===== src/rtl/ue14500_pkg.sv =====
// Shared definitions for the UE14500 program sequencer: opcode encodings,
// sequencer state type and the program-word width helper.
package ue14500_pkg;

  localparam int OPC_W = 4;

  localparam logic [3:0] I_NOP0 = 4'h0;
  localparam logic [3:0] I_LD   = 4'h1;
  localparam logic [3:0] I_ADD  = 4'h2;
  localparam logic [3:0] I_SUB  = 4'h3;
  localparam logic [3:0] I_ONE  = 4'h4;
  localparam logic [3:0] I_NAND = 4'h5;
  localparam logic [3:0] I_OR   = 4'h6;
  localparam logic [3:0] I_XOR  = 4'h7;
  localparam logic [3:0] I_STO  = 4'h8;
  localparam logic [3:0] I_STOC = 4'h9;
  localparam logic [3:0] I_IEN  = 4'hA;
  localparam logic [3:0] I_OEN  = 4'hB;
  localparam logic [3:0] I_JMP  = 4'hC;
  localparam logic [3:0] I_RTN  = 4'hD;
  localparam logic [3:0] I_SKZ  = 4'hE;
  localparam logic [3:0] I_NOPF = 4'hF;

  typedef enum logic [1:0] {
    S_IDLE    = 2'd0,
    S_FETCH   = 2'd1,
    S_ISSUE   = 2'd2,
    S_RESOLVE = 2'd3
  } seq_state_e;

  // Program word is {opcode, operand}; operand width follows the PC width.
  function automatic int word_width(input int addr_w);
    return OPC_W + addr_w;
  endfunction

endpackage


===== src/rtl/ue14500_seq_stack.sv =====
// Circular return stack for the UE14500 sequencer. A push onto a full stack
// overwrites the oldest entry; a pop from an empty stack leaves state alone.
// Both cases raise a one-cycle error pulse.
module ue14500_seq_stack #(
  parameter int ADDR_W      = 4,
  parameter int STACK_DEPTH = 2
) (
  input  logic              clk,
  input  logic              rst_n,
  input  logic              push,
  input  logic              pop,
  input  logic [ADDR_W-1:0] push_data,
  output logic [ADDR_W-1:0] pop_data,
  output logic              empty,
  output logic              overflow,
  output logic              underflow
);

  localparam int PTR_W = (STACK_DEPTH > 1) ? $clog2(STACK_DEPTH) : 1;
  localparam int CNT_W = $clog2(STACK_DEPTH + 1);
  localparam logic [PTR_W-1:0] LAST_IDX = PTR_W'(STACK_DEPTH - 1);
  localparam logic [CNT_W-1:0] MAX_CNT  = CNT_W'(STACK_DEPTH);

  logic [PTR_W-1:0]  top_reg, top_next, prev_idx;
  logic [CNT_W-1:0]  cnt_reg, cnt_next;
  logic              full;
  logic [ADDR_W-1:0] entry_reg [STACK_DEPTH];

  // top_reg is the slot the next push lands in; when full that is the oldest entry.
  assign prev_idx  = (top_reg == '0) ? LAST_IDX : top_reg - 1'b1;
  assign pop_data  = entry_reg[prev_idx];
  assign full      = (cnt_reg == MAX_CNT);
  assign empty     = (cnt_reg == '0);
  assign overflow  = push & full;
  assign underflow = pop & ~push & empty;

  // Pointer/count update; push takes precedence over a simultaneous pop.
  always_comb begin
    top_next = top_reg;
    cnt_next = cnt_reg;
    if (push) begin
      top_next = (top_reg == LAST_IDX) ? '0 : top_reg + 1'b1;
      if (!full) cnt_next = cnt_reg + 1'b1;
    end else if (pop && !empty) begin
      top_next = prev_idx;
      cnt_next = cnt_reg - 1'b1;
    end
  end

  // Stack pointer and occupancy registers.
  always_ff @(posedge clk or negedge rst_n) begin
    if (!rst_n) begin
      top_reg <= '0;
      cnt_reg <= '0;
    end else begin
      top_reg <= top_next;
      cnt_reg <= cnt_next;
    end
  end

  // Entry storage; contents need no reset since occupancy gates every read.
  always_ff @(posedge clk) begin
    if (push) entry_reg[top_reg] <= push_data;
  end

endmodule


===== src/rtl/ue14500_seq.sv =====
// UE14500 program sequencer: loadable program memory, PC, call/return stack.
// Each instruction takes FETCH -> ISSUE -> RESOLVE; the core's JMP/RTN/FLAGF
// strobes seen in RESOLVE decide the next PC and whether to halt.
// Optional breakpoint logic is built when SEQ_BREAKPOINT_EN is defined.
module ue14500_seq
  import ue14500_pkg::*;
#(
  parameter int ADDR_W      = 4,
  parameter int STACK_DEPTH = 2
) (
  input  logic                    clk,
  input  logic                    rst_n,
  input  logic                    run_i,
  input  logic                    step_i,
  input  logic                    prog_we_i,
  input  logic [ADDR_W-1:0]       prog_addr_i,
  input  logic [OPC_W+ADDR_W-1:0] prog_wdata_i,
  output logic [3:0]              instr_o,
  output logic [ADDR_W-1:0]       ioaddr_o,
  output logic                    instr_valid_o,
  input  logic                    core_jmp_i,
  input  logic                    core_rtn_i,
  input  logic                    core_flagf_i,
  output logic [ADDR_W-1:0]       pc_o,
  output logic                    busy_o,
`ifdef SEQ_BREAKPOINT_EN
  input  logic [ADDR_W-1:0]       bp_addr_i,
  output logic                    bp_hit_o,
`endif
  output logic                    stack_err_o
);

  localparam int WORD_W = word_width(ADDR_W);
  localparam int DEPTH  = 2 ** ADDR_W;

  seq_state_e        state_reg, state_next;
  logic [ADDR_W-1:0] pc_reg, pc_next;
  logic              step_mode_reg, step_mode_next;
  logic              stack_err_reg, stack_err_next;
  logic [WORD_W-1:0] rd_word_reg;
  logic [WORD_W-1:0] mem [DEPTH];
  logic              mem_we;
  logic              in_flight;

  logic              stk_push, stk_pop, stk_empty, stk_overflow, stk_underflow;
  logic [ADDR_W-1:0] stk_pop_data, stk_push_data;

`ifdef SEQ_BREAKPOINT_EN
  logic              bp_hit_reg, bp_hit_next;
  logic              bp_skip_reg, bp_skip_next;
`endif

  ue14500_seq_stack #(
    .ADDR_W      (ADDR_W),
    .STACK_DEPTH (STACK_DEPTH)
  ) u_stack (
    .clk       (clk),
    .rst_n     (rst_n),
    .push      (stk_push),
    .pop       (stk_pop),
    .push_data (stk_push_data),
    .pop_data  (stk_pop_data),
    .empty     (stk_empty),
    .overflow  (stk_overflow),
    .underflow (stk_underflow)
  );

  // The fetched word is presented only while an instruction is in flight,
  // so instr_o reads NOP0 in IDLE/FETCH and after reset.
  assign in_flight     = (state_reg == S_ISSUE) || (state_reg == S_RESOLVE);
  assign instr_o       = in_flight ? rd_word_reg[WORD_W-1 -: OPC_W] : I_NOP0;
  assign ioaddr_o      = in_flight ? rd_word_reg[ADDR_W-1:0] : '0;
  assign instr_valid_o = (state_reg == S_ISSUE);
  assign pc_o          = pc_reg;
  assign busy_o        = (state_reg != S_IDLE);
  assign stack_err_o   = stack_err_reg;
  assign stk_push_data = pc_reg + 1'b1;
`ifdef SEQ_BREAKPOINT_EN
  assign bp_hit_o      = bp_hit_reg;
`endif

  // Program memory: host writes only in IDLE, registered read during FETCH.
  always_ff @(posedge clk) begin
    if (mem_we) mem[prog_addr_i] <= prog_wdata_i;
    if (state_reg == S_FETCH) rd_word_reg <= mem[pc_reg];
  end

  // Next-state, PC resolution and stack control.
  always_comb begin
    state_next     = state_reg;
    pc_next        = pc_reg;
    step_mode_next = step_mode_reg;
    stack_err_next = stack_err_reg;
    mem_we         = 1'b0;
    stk_push       = 1'b0;
    stk_pop        = 1'b0;
`ifdef SEQ_BREAKPOINT_EN
    bp_hit_next    = bp_hit_reg;
    bp_skip_next   = bp_skip_reg;
`endif
    case (state_reg)
      S_IDLE: begin
        mem_we = prog_we_i;
        if (run_i || step_i) begin
          state_next     = S_FETCH;
          step_mode_next = step_i;
`ifdef SEQ_BREAKPOINT_EN
          bp_hit_next    = 1'b0;
`endif
        end
      end
      S_FETCH: begin
`ifdef SEQ_BREAKPOINT_EN
        // After a hit, the next fetch at that PC is let through once.
        if (pc_reg == bp_addr_i && !bp_skip_reg) begin
          state_next   = S_IDLE;
          bp_hit_next  = 1'b1;
          bp_skip_next = 1'b1;
        end else begin
          state_next   = S_ISSUE;
          bp_skip_next = 1'b0;
        end
`else
        state_next = S_ISSUE;
`endif
      end
      S_ISSUE: begin
        state_next = S_RESOLVE;
      end
      S_RESOLVE: begin
        if (core_jmp_i) begin
          stk_push = 1'b1;
          pc_next  = ioaddr_o;
        end else if (core_rtn_i) begin
          stk_pop = 1'b1;
          pc_next = stk_empty ? '0 : stk_pop_data;
        end else begin
          pc_next = pc_reg + 1'b1;
        end
        if (stk_overflow || stk_underflow) stack_err_next = 1'b1;
        if (core_flagf_i || step_mode_reg || !run_i) state_next = S_IDLE;
        else                                         state_next = S_FETCH;
      end
      default: state_next = S_IDLE;
    endcase
  end

  // Sequencer state registers.
  always_ff @(posedge clk or negedge rst_n) begin
    if (!rst_n) begin
      state_reg     <= S_IDLE;
      pc_reg        <= '0;
      step_mode_reg <= 1'b0;
      stack_err_reg <= 1'b0;
`ifdef SEQ_BREAKPOINT_EN
      bp_hit_reg    <= 1'b0;
      bp_skip_reg   <= 1'b0;
`endif
    end else begin
      state_reg     <= state_next;
      pc_reg        <= pc_next;
      step_mode_reg <= step_mode_next;
      stack_err_reg <= stack_err_next;
`ifdef SEQ_BREAKPOINT_EN
      bp_hit_reg    <= bp_hit_next;
      bp_skip_reg   <= bp_skip_next;
`endif
    end
  end

endmodule


===== config.mk =====
export PLATFORM = sky130hd
export DESIGN_NAME = ue14500_seq
export DESIGN_NICKNAME = d
export VERILOG_FILES = /design/src/rtl/ue14500_pkg.sv /design/src/rtl/ue14500_seq_stack.sv /design/src/rtl/ue14500_seq.sv
export SDC_FILE = /design/constraint.sdc
export NUM_CORES = 1
export LEC_CHECK = 0
export ABC_AREA = 1
export ABC_CLOCK_PERIOD_IN_PS = 1950
export CAP_MARGIN = 20
export CORE_UTILIZATION = 30
export DETAILED_ROUTE_END_ITERATION = 8
export PLACE_DENSITY = 0.42
export SYNTH_ARGS = -nofsm -noshare
export SYNTH_HDL_FRONTEND = slang
export SYNTH_SLANG_ARGS = --single-unit
export TNS_END_PERCENT = 100

===== constraint.sdc =====
create_clock -name clk -period 1.95 [get_ports clk]
set_input_delay 0.39 -clock clk [delete_from_list [all_inputs] [get_ports clk]]
set_output_delay 0.39 -clock clk [all_outputs]
set_load 0.05 [all_outputs]

==> flow_summary.ini, run 1 <==
[floorplan]
die_area_sq_um = 23900
initial_core_util_pct = 30.7
fp.dieW_um = 154
floorplan.die.height_um = 154
row_count = 55
placeableCoreArea_sq_um = 22700
ios = 35

[critical_path]
timing.setup.critical_path_class = reg -> out
critical_path.cell_chain = inv_2, ha_4, nor2_4, buf_8, nor2_4, buf_8
bufs_and_invs_on_worst_path = 3
setup.worst_path.start = state_reg[0]$_DFFE_PN0P_
timing.critical_path.required_ps = 1560
crit_reg_reg_startpoint = state_reg[1]$_DFFE_PN0P_
worst-r2r-cell-count = 8
crit-reg2reg-capture = mem[8][3]$_DFFE_PP_
crit_path_start_kind = flip-flop
timing.critical_path.slowest_stage_cell = sky130_fd_sc_hd__dfrtp_2
crit_family = flip-flops
reg2reg_slack_ps = 110
cp-end-kind = output port
arrival_ps = 1590
slowest_delay_ps = 450
cp.depth = 6
critical_path.max_fanout = 7

[global_routing]
maximum_number_of_pins_on_one_net_before_global_route_repair = 41
first_global_vias = 5024
grt_use_total_pct = 16.1
first_pass_grt_wire_length_mm = 28.0
gr-total-overflow = 0
initial_antenna_violation_count = 0

[power_and_ir_drop]
power_after_layout_mw = 12.1
powerDensity_nw_per_um2 = 1410
static-leakage-power_nw = 3.68
vdd.ir_drop.worst_v = 0.000725

[status]
run_status = complete, but fails checks
violated_checks = setup timing

[timing]
final_hold_viol_count = 0
fin_skew_ps = 8.15
tightest_slew_ps = 596
min_period_ps = 1980
fin_ws_ps = -30.4
finalSetupViolCount = 6
fin_max_slew_vios = 0
tns_ps = -108
setup_repair_after_global_routing_missed_its_margin = true
final.period_utilization_pct = 102
slew_headroom_pct = 60.2
timing.hold.ws_ps = 340
timing.fmax_ghz = 0.505

[clock_network]
clk_transition_reported_paths_ps = 70
insertion_delay_ps = 430
numClockSinks = 155
cts-buffers-inserted = 17
clock_tree.htree_level_count = 4
cts_max_path_buffers = 2
cts-root-buf = sky130_fd_sc_hd__clkbuf_16
cts.hold.buffers_added = 0
tritoncts = yes

[synth]
netlist.top_cell.by_area = sky130_fd_sc_hd__edfxtp_1
synth.yosys.warnings = 0
yosys.area.top_type_share_pct = 62.0
postSynthCellCount = 698
syn-num-nets = 724
synth_top_cells_by_area = sky130_fd_sc_hd__edfxtp_1 62%, sky130_fd_sc_hd__nand2_1 10%, sky130_fd_sc_hd__nand3_1 8.5%
distinct_cells_synth = 22
synth.ff_latch_count = 155
synth.yosys.seq_area_share_pct = 65.9
synth_area_sq_um = 6980
average_size_of_a_mapped_cell_sq_um = 10.0

[finish]
finalNetCount = 794
multi_input_area_sq_um = 1780
register_area_sq_um = 4600
largest_reg_flops = 128
share_of_the_core_filled_with_cells_in_the_final_layout_pct = 37.9
fillCellCount = 2293
layout-drive-gt1-share_pct = 14.2
n_antenna_cell = 0
area_growth_pct = 23.3
area_of_all_placed_cells_without_fillers_sq_um = 8600

[placement]
dpl-instance-area_sq_um = 7900
place_congestion = 0.815
post_detailed_placement_half_perimeter_wirelength_mm = 12.3
place.port_buffers = 34

[routing]
detail_route.iter0.violations = 386
drt-vias-per-instance = 4.56
detail_route.wl_per_cell_um = 17.0
finalWirelength_mm = 18.1
drt_first_pass_iters = 5
total_number_of_vias = 4866
drc_errors = 0
ant_nets = 0

[min_path]
worst_hold_class = in -> async

[flow_run]
cap_viol_max_count = 0
layer usage:
metal | GRT usage [%] | up-vias | wire (um)
met2 | 25.9 | 118 | 8410
met3 | 3.33 | 21 | 718
met1 | 21.6 | 2339 | 8640
met5 | 0 | - | 0
met4 | 5.47 | 0 | 319
li1 | - | 2388 | -
worst reg2reg max path, delay by kind of cell, from the launching register on:
| family | cells | cell delay, ps |
|---|---|---|
| adder cells (fa/ha/maj) | 1 | 200 |
| flip-flops | 1 | 450 |
| AND/OR/NAND/NOR | 3 | 350 |
| buffers and inverters | 4 | 560 |
placed cells by master, fill, tap and decap left out, types with 4 or more instances in the layout:
| cell type | synthesis | layout |
|---|---|---|
| sky130_fd_sc_hd__buf_6 | 6 | 5 |
| sky130_fd_sc_hd__buf_4 | 3 | 42 |
| sky130_fd_sc_hd__inv_2 | 1 | 4 |
| sky130_fd_sc_hd__inv_1 | 134 | 131 |
| sky130_fd_sc_hd__a21oi_1 | 5 | 5 |
| sky130_fd_sc_hd__nor2_4 | 0 | 5 |
| sky130_fd_sc_hd__nand3_1 | 118 | 115 |
| sky130_fd_sc_hd__clkbuf_16 | 0 | 17 |
| sky130_fd_sc_hd__nand2_1 | 189 | 188 |
| sky130_fd_sc_hd__edfxtp_1 | 144 | 144 |
| sky130_fd_sc_hd__clkinvlp_4 | 0 | 5 |
| sky130_fd_sc_hd__nor2_1 | 33 | 25 |
| sky130_fd_sc_hd__o21ai_0 | 11 | 10 |
| sky130_fd_sc_hd__dfrtp_1 | 11 | 8 |
| sky130_fd_sc_hd__ha_1 | 6 | 4 |
| sky130_fd_sc_hd__clkdlybuf4s50_1 | 0 | 19 |
| sky130_fd_sc_hd__or2_1 | 10 | 10 |
| sky130_fd_sc_hd__buf_12 | 0 | 9 |
area by class of cell:
| cell class | instances | area share, % |
|---|---|---|
| well taps | 285 | 4.14 |
| clock buffers | 18 | 4.99 |
| flip-flops and latches | 155 | 53.5 |
| multi-input cells | 379 | 20.7 |
| clock inverters | 14 | 1.59 |
| repair buffers | 78 | 9.15 |
| inverters | 137 | 5.98 |
cells by family after synthesis:
group | share of synthesized area (%)
compound gates | 1.36
flops | 65.9
fa+ha+maj | 1.08
buf+inv | 9.92
simple gates | 21.7
cell usage after synthesis:
cell type,count
sky130_fd_sc_hd__and2_1,2
sky130_fd_sc_hd__buf_1,1
sky130_fd_sc_hd__clkbuf_2,1
sky130_fd_sc_hd__inv_2,1
sky130_fd_sc_hd__nand4_1,1
sky130_fd_sc_hd__nor3_1,2
sky130_fd_sc_hd__dfrtp_1,11
sky130_fd_sc_hd__nand3_1,118
sky130_fd_sc_hd__ha_1,6
sky130_fd_sc_hd__nor2_1,33
sky130_fd_sc_hd__o211ai_1,2
sky130_fd_sc_hd__buf_6,6
sky130_fd_sc_hd__clkbuf_1,1
sky130_fd_sc_hd__nand2_1,189
sky130_fd_sc_hd__buf_2,15
sky130_fd_sc_hd__edfxtp_1,144
sky130_fd_sc_hd__clkinv_1,2
sky130_fd_sc_hd__a21oi_1,5
sky130_fd_sc_hd__or2_1,10
sky130_fd_sc_hd__buf_4,3
sky130_fd_sc_hd__inv_1,134
sky130_fd_sc_hd__o21ai_0,11
power by group:
group / total (mW) / switching (mW) / internal (mW)
Clock: 3.19 / 1.41 / 1.78
Combinational: 4.71 / 3.05 / 1.66
Sequential: 4.22 / 0.202 / 4.02
Total: 12.1 / 4.66 / 7.46
through the flow:
step / std cells / setup slack, ps
floorplan: 698 / -115
global placement: 1029 / -131
detailed placement: 1029 / -119
CTS: 1065 / -48.5
global route: 1066 / -81.1
finish: 1066 / -30.4
worst max path at each step:
stage / slack (ps) / to
after floorplan: -110 / instr_o[0]
after global placement: -130 / mem[3][3]$_DFFE_PP_
after detailed placement: -120 / mem[2][5]$_DFFE_PP_
after CTS: -50 / ioaddr_o[1]
after global routing: -80 / ioaddr_o[1]
final: -30 / ioaddr_o[1]
repair_timing:
action,4_1_cts,5_1_grt
pin swaps,3,2
setup buffers,4,1
endpoints found under the setup margin,9,120
gates resized for setup,20,9
(Power assumes the default switching activity.)
==> run 2: changes to the inputs <==
Settings changed: CORE_MARGIN set to 5.
==> flow_summary.ini, run 2 (synthesis results as in run 1) <==
[status]
run_status = complete, but fails checks
violated_checks = setup timing

[clock_network]
insertion_delay_ps = 420
cts_max_path_buffers = 2
numClockSinks = 155
clock_tree.htree_level_count = 4
cts-buffers-inserted = 17
clk_transition_reported_paths_ps = 60
tritoncts = yes
cts-root-buf = sky130_fd_sc_hd__clkbuf_16

[finish]
largest_reg_flops = 128
finalNetCount = 791
layout.cells.most_common_list = 189 x sky130_fd_sc_hd__nand2_1, 144 x sky130_fd_sc_hd__edfxtp_1, 131 x sky130_fd_sc_hd__inv_1
layout-drive-gt1-share_pct = 13.1
area_growth_pct = 23.3
leading_cell_type_in_the_layout_fill_and_taps_excluded = sky130_fd_sc_hd__nand2_1
area_of_all_placed_cells_without_fillers_sq_um = 8600
fillCellCount = 2298
n_antenna_cell = 0

[routing]
finalWirelength_mm = 17.9
drt_first_pass_iters = 5
drt-vias-per-instance = 4.35
detail_route.wl_per_cell_um = 16.4
ant_nets = 0
drc_errors = 0
total_number_of_vias = 4739
detail_route.iter0.violations = 267

[timing]
final_hold_viol_count = 0
setup_repair_after_global_routing_missed_its_margin = true
min_period_ps = 1950
fin_ws_ps = -0.218
fin_skew_ps = 8.68
tightest_slew_ps = 555
timing.fmax_ghz = 0.513
finalSetupViolCount = 1
slew_headroom_pct = 62.8
fin_max_slew_vios = 0
final.period_utilization_pct = 100

[critical_path]
critical_path.cell_chain = inv_2, ha_4, nor2_4, buf_12, nor2_4, buf_6
timing.critical_path.slowest_stage_cell = sky130_fd_sc_hd__dfrtp_2
timing.critical_path.required_ps = 1560
timing.setup.critical_path_class = reg -> out
slowest_delay_ps = 430
worst-r2r-cell-count = 8
crit_path_start_kind = flip-flop
crit_reg_reg_startpoint = state_reg[1]$_DFFE_PN0P_
critical_path.max_fanout = 8
cp-end-kind = output port
cp_common_cell = sky130_fd_sc_hd__nor2_4
crit-reg2reg-capture = mem[12][7]$_DFFE_PP_
reg2reg_slack_ps = 110
arrival_ps = 1560

[floorplan]
fp.dieW_um = 162
ios = 35
die_area_sq_um = 26400
placeableCoreArea_sq_um = 22800
floorplan.die.height_um = 162
row_count = 55
initial_core_util_pct = 30.6

[global_routing]
first_pass_grt_wire_length_mm = 27.6
gr-total-overflow = 0
maximum_number_of_pins_on_one_net_before_global_route_repair = 53
initial_antenna_violation_count = 0
first_global_vias = 4810
grt_use_total_pct = 14.2

[placement]
place_congestion = 0.758
post_detailed_placement_half_perimeter_wirelength_mm = 12.2
dpl-instance-area_sq_um = 7910
detailedPlace.worstSlack_ps = -54.9
place.port_buffers = 34

[flow_run]
cap_viol_max_count = 0

[min_path]
worst_hold_class = in -> async

[power_and_ir_drop]
powerDensity_nw_per_um2 = 1410
static-leakage-power_nw = 3.67
vdd.ir_drop.worst_v = 0.000788
power_after_layout_mw = 12.1
## run 2: worst max-delay path by stage
stage | from | endpoint | slack, ps | depth (start not counted)
global placement | prog_we_i | mem[0][0]$_DFFE_PP_ | -80 | 7
global route | state_reg[0]$_DFFE_PN0P_ | ioaddr_o[1] | -80 | 6
detailed placement | prog_we_i | mem[10][5]$_DFFE_PP_ | -50 | 6
floorplan | state_reg[0]$_DFFE_PN0P_ | instr_o[0] | -110 | 4
CTS | state_reg[0]$_DFFE_PN0P_ | ioaddr_o[1] | -20 | 6
finish | state_reg[0]$_DFFE_PN0P_ | ioaddr_o[1] | -0.2 | 6
## run 2: layer usage
layer	vias to the layer above	share of wire (%)	global-route usage, %
met5	-	0	0
met2	111	47	23.2
met4	0	1.9	4.54
met3	21	4.7	3.34
met1	2240	46	18.7
li1	2367	-	-
## run 2: through the flow
stage	cells	utilization (%)	hold slack, ps	setup TNS (ps)
2_1_floorplan	698	-	94.4	-574
3_3_place_gp	1057	34.7	476	-3230
3_5_place_dp	1057	34.7	479	-1840
4_1_cts	1090	37.7	333	-60.9
5_1_grt	1090	37.8	354	-3280
6_report	1090	37.8	322	-0.218
## run 2: worst max-delay path, delay by kind of cell (launching register included)
family                   cells  cell delay [ps]
AND/OR/NAND/NOR              2              140
flip-flops                   1              430
adder cells (fa/ha/maj)      1              150
buffers and inverters        3              410
## run 2: what timing repair did
| action | CTS | global route |
|---|---|---|
| gates resized for setup | 19 | 5 |
| pin swaps | 2 | 1 |
| cloned | 0 | 0 |
| hold buffers | 0 | 0 |
| endpoints found under the setup margin | 9 | 137 |
| setup buffers | 3 | 1 |
## run 2: power breakdown
part | switching, mW | internal, mW | leakage, nW
clock | 1.28 | 2.00 | 0.278
combinational | 3.02 | 1.59 | 1.96
sequential | 0.189 | 4.02 | 1.43
## run 2: layout make-up
type / instances / area (sq um) / share of cell area [%]
Clock buffer: 19 / 433 / 5.03
Tap cell: 313 / 392 / 4.55
Sequential cell: 155 / 4600 / 53.5
Timing Repair Buffer: 75 / 744 / 8.66
Clock inverter: 12 / 149 / 1.73
Multi-Input combinational cell: 379 / 1770 / 20.5
Inverter: 137 / 514 / 5.98
==> run 3: changes to the inputs <==
Settings changed: CORE_UTILIZATION 30 to 45, GPL_TIMING_DRIVEN set to 0, MAX_ROUTING_LAYER set to met4, PLACE_DENSITY 0.42 to 0.59.
==> flow_summary.ini, run 3 (synthesis results as in run 1) <==
[timing]
slew_headroom_pct = 43.4
fin_max_slew_vios = 0
final_hold_viol_count = 0
setup_repair_after_global_routing_missed_its_margin = true
finalSetupViolCount = 0
final.period_utilization_pct = 100
timing.fmax_ghz = 0.513
tightest_slew_ps = 847
tns_ps = 0
min_period_ps = 1950
fin_skew_ps = 6.46

[routing]
ant_nets = 0
finalWirelength_mm = 17.4
drt-vias-per-instance = 5.20
wl_met3_mm = 1.21
top_layer_used = met4
drc_errors = 0
m1WireLength_mm = 7.11
total_number_of_vias = 5001
drt_first_pass_iters = 5
met2WireLength_mm = 8.82
detail_route.iter0.violations = 462
detail_route.wl_per_cell_um = 18.1

[critical_path]
crit_path_start_kind = flip-flop
slowest_delay_ps = 440
crit_family = flip-flops
critical_path.max_fanout = 4
cp_common_cell = sky130_fd_sc_hd__nor2_4
crit_reg_reg_startpoint = state_reg[1]$_DFFE_PN0P_
timing.critical_path.required_ps = 1560
worst-r2r-cell-count = 6
setup.worst_path.start = state_reg[0]$_DFFE_PN0P_
reg2reg_slack_ps = 80
critical_path.cell_chain = inv_2, ha_4, nor2_4, buf_6, nor2_4, buf_8
timing.setup.critical_path_class = reg -> out
timing.critical_path.slowest_stage_cell = sky130_fd_sc_hd__dfrtp_2
crit-reg2reg-capture = mem[9][4]$_DFFE_PP_
capturing_instance_or_port_of_the_critical_path = ioaddr_o[0]
cp.depth = 6
arrival_ps = 1560
bufs_and_invs_on_worst_path = 3
cp-end-kind = output port

[finish]
area_growth_pct = 22.9
n_antenna_cell = 0
largest_reg_flops = 128
fillCellCount = 1314
finalNetCount = 788
leading_cell_type_in_the_layout_fill_and_taps_excluded = sky130_fd_sc_hd__nand2_1
layout.cells.most_common_list = 188 x sky130_fd_sc_hd__nand2_1, 144 x sky130_fd_sc_hd__edfxtp_1, 132 x sky130_fd_sc_hd__inv_1
layout-drive-gt1-share_pct = 14.6
share_of_the_core_filled_with_cells_in_the_final_layout_pct = 56.4
area_of_all_placed_cells_without_fillers_sq_um = 8570
fin_cells = 961

[placement]
numPlacedInstances = 919
place.port_buffers = 33
place_congestion = 0.921
dpl-instance-area_sq_um = 7570
post_detailed_placement_half_perimeter_wirelength_mm = 11.9

[clock_network]
cts_max_path_buffers = 2
cts-root-buf = sky130_fd_sc_hd__clkbuf_16
insertion_delay_ps = 420
cts.hold.buffers_added = 0
clock_tree.htree_level_count = 4
cts-buffers-inserted = 17
tritoncts = yes
clk_transition_reported_paths_ps = 60
numClockSinks = 155

[min_path]
worst_hold_class = in -> async

[status]
run_status = complete, no violations

[floorplan]
die_area_sq_um = 18100
fp.dieW_um = 135
row_count = 45
floorplan.die.height_um = 135
placeableCoreArea_sq_um = 15200
initial_core_util_pct = 45.9
ios = 35

[power_and_ir_drop]
vdd.ir_drop.worst_v = 0.000805
power_after_layout_mw = 12.4
powerDensity_nw_per_um2 = 1440
static-leakage-power_nw = 3.64

[global_routing]
first_pass_grt_wire_length_mm = 27.5
initial_antenna_violation_count = 0
gr-total-overflow = 0
maximum_number_of_pins_on_one_net_before_global_route_repair = 17
grt_use_total_pct = 20.9
first_global_vias = 4930

[flow_run]
cap_viol_max_count = 0
[run 3: changes by cell type in the layout (fill, tap and decap cells not counted), moves of 3 or more]
cell	previous run	this run
sky130_fd_sc_hd__dlygate4sd2_1	0	5
sky130_fd_sc_hd__nand3_4	0	4
sky130_fd_sc_hd__buf_4	41	10
sky130_fd_sc_hd__nor2_4	5	23
sky130_fd_sc_hd__buf_12	8	5
sky130_fd_sc_hd__buf_6	5	14
sky130_fd_sc_hd__buf_2	0	15
sky130_fd_sc_hd__nor2_1	25	9
[run 3: worst min path at each step]
stage                               to  depth (start not counted)  slack [ps]
6_report           pc_o[2]$_DFFE_PN0N_                          1         320
5_1_grt            pc_o[3]$_DFFE_PN0N_                          4         390
4_1_cts            pc_o[2]$_DFFE_PN0N_                          1         340
3_5_place_dp   stack_err_o$_DFFE_PN0P_                          2         490
3_3_place_gp   stack_err_o$_DFFE_PN0P_                          2         490
2_1_floorplan      pc_o[0]$_DFFE_PN0N_                          0          90
[run 3: timing repair]
| item | CTS | global route |
|---|---|---|
| gates resized for setup | 127 | 4 |
| hold endpoints to repair | 0 | 0 |
| pin swaps | 12 | 6 |
| buffers inserted | 11 | 2 |
| setup endpoints to repair | 143 | 137 |
[run 3: power by group]
| group | leakage (nW) | internal (mW) | switching (mW) | total (mW) |
|---|---|---|---|---|
| Clock | 0.286 | 2.11 | 1.26 | 3.37 |
| Combinational | 1.92 | 1.56 | 3.24 | 4.80 |
| Sequential | 1.43 | 4.02 | 0.172 | 4.19 |
[run 3: layer usage]
layer	vias up	track usage, %
met5	-	-
met4	0	6.28
met3	26	4.40
met2	206	34.7
met1	2391	26.2
li1	2378	-
[run 3: area by class of cell]
type,instances,area [sq um],area share (%)
clock buffer,17,425,4.96
inverter,137,517,6.03
timing repair buffer,45,493,5.75
multi-input combinational,379,1940,22.7
tap,188,235,2.74
sequential,155,4600,53.7
clock inverter,13,178,2.07
buffer,27,178,2.07
[run 3: stage by stage]
step | hold WS [ps] | setup slack [ps]
final | 324 | 0.390
after detailed placement | 492 | -556
after global routing | 387 | -55.4
after global placement | 488 | -525
after CTS | 343 | -5.77
after floorplan | 94.4 | -115
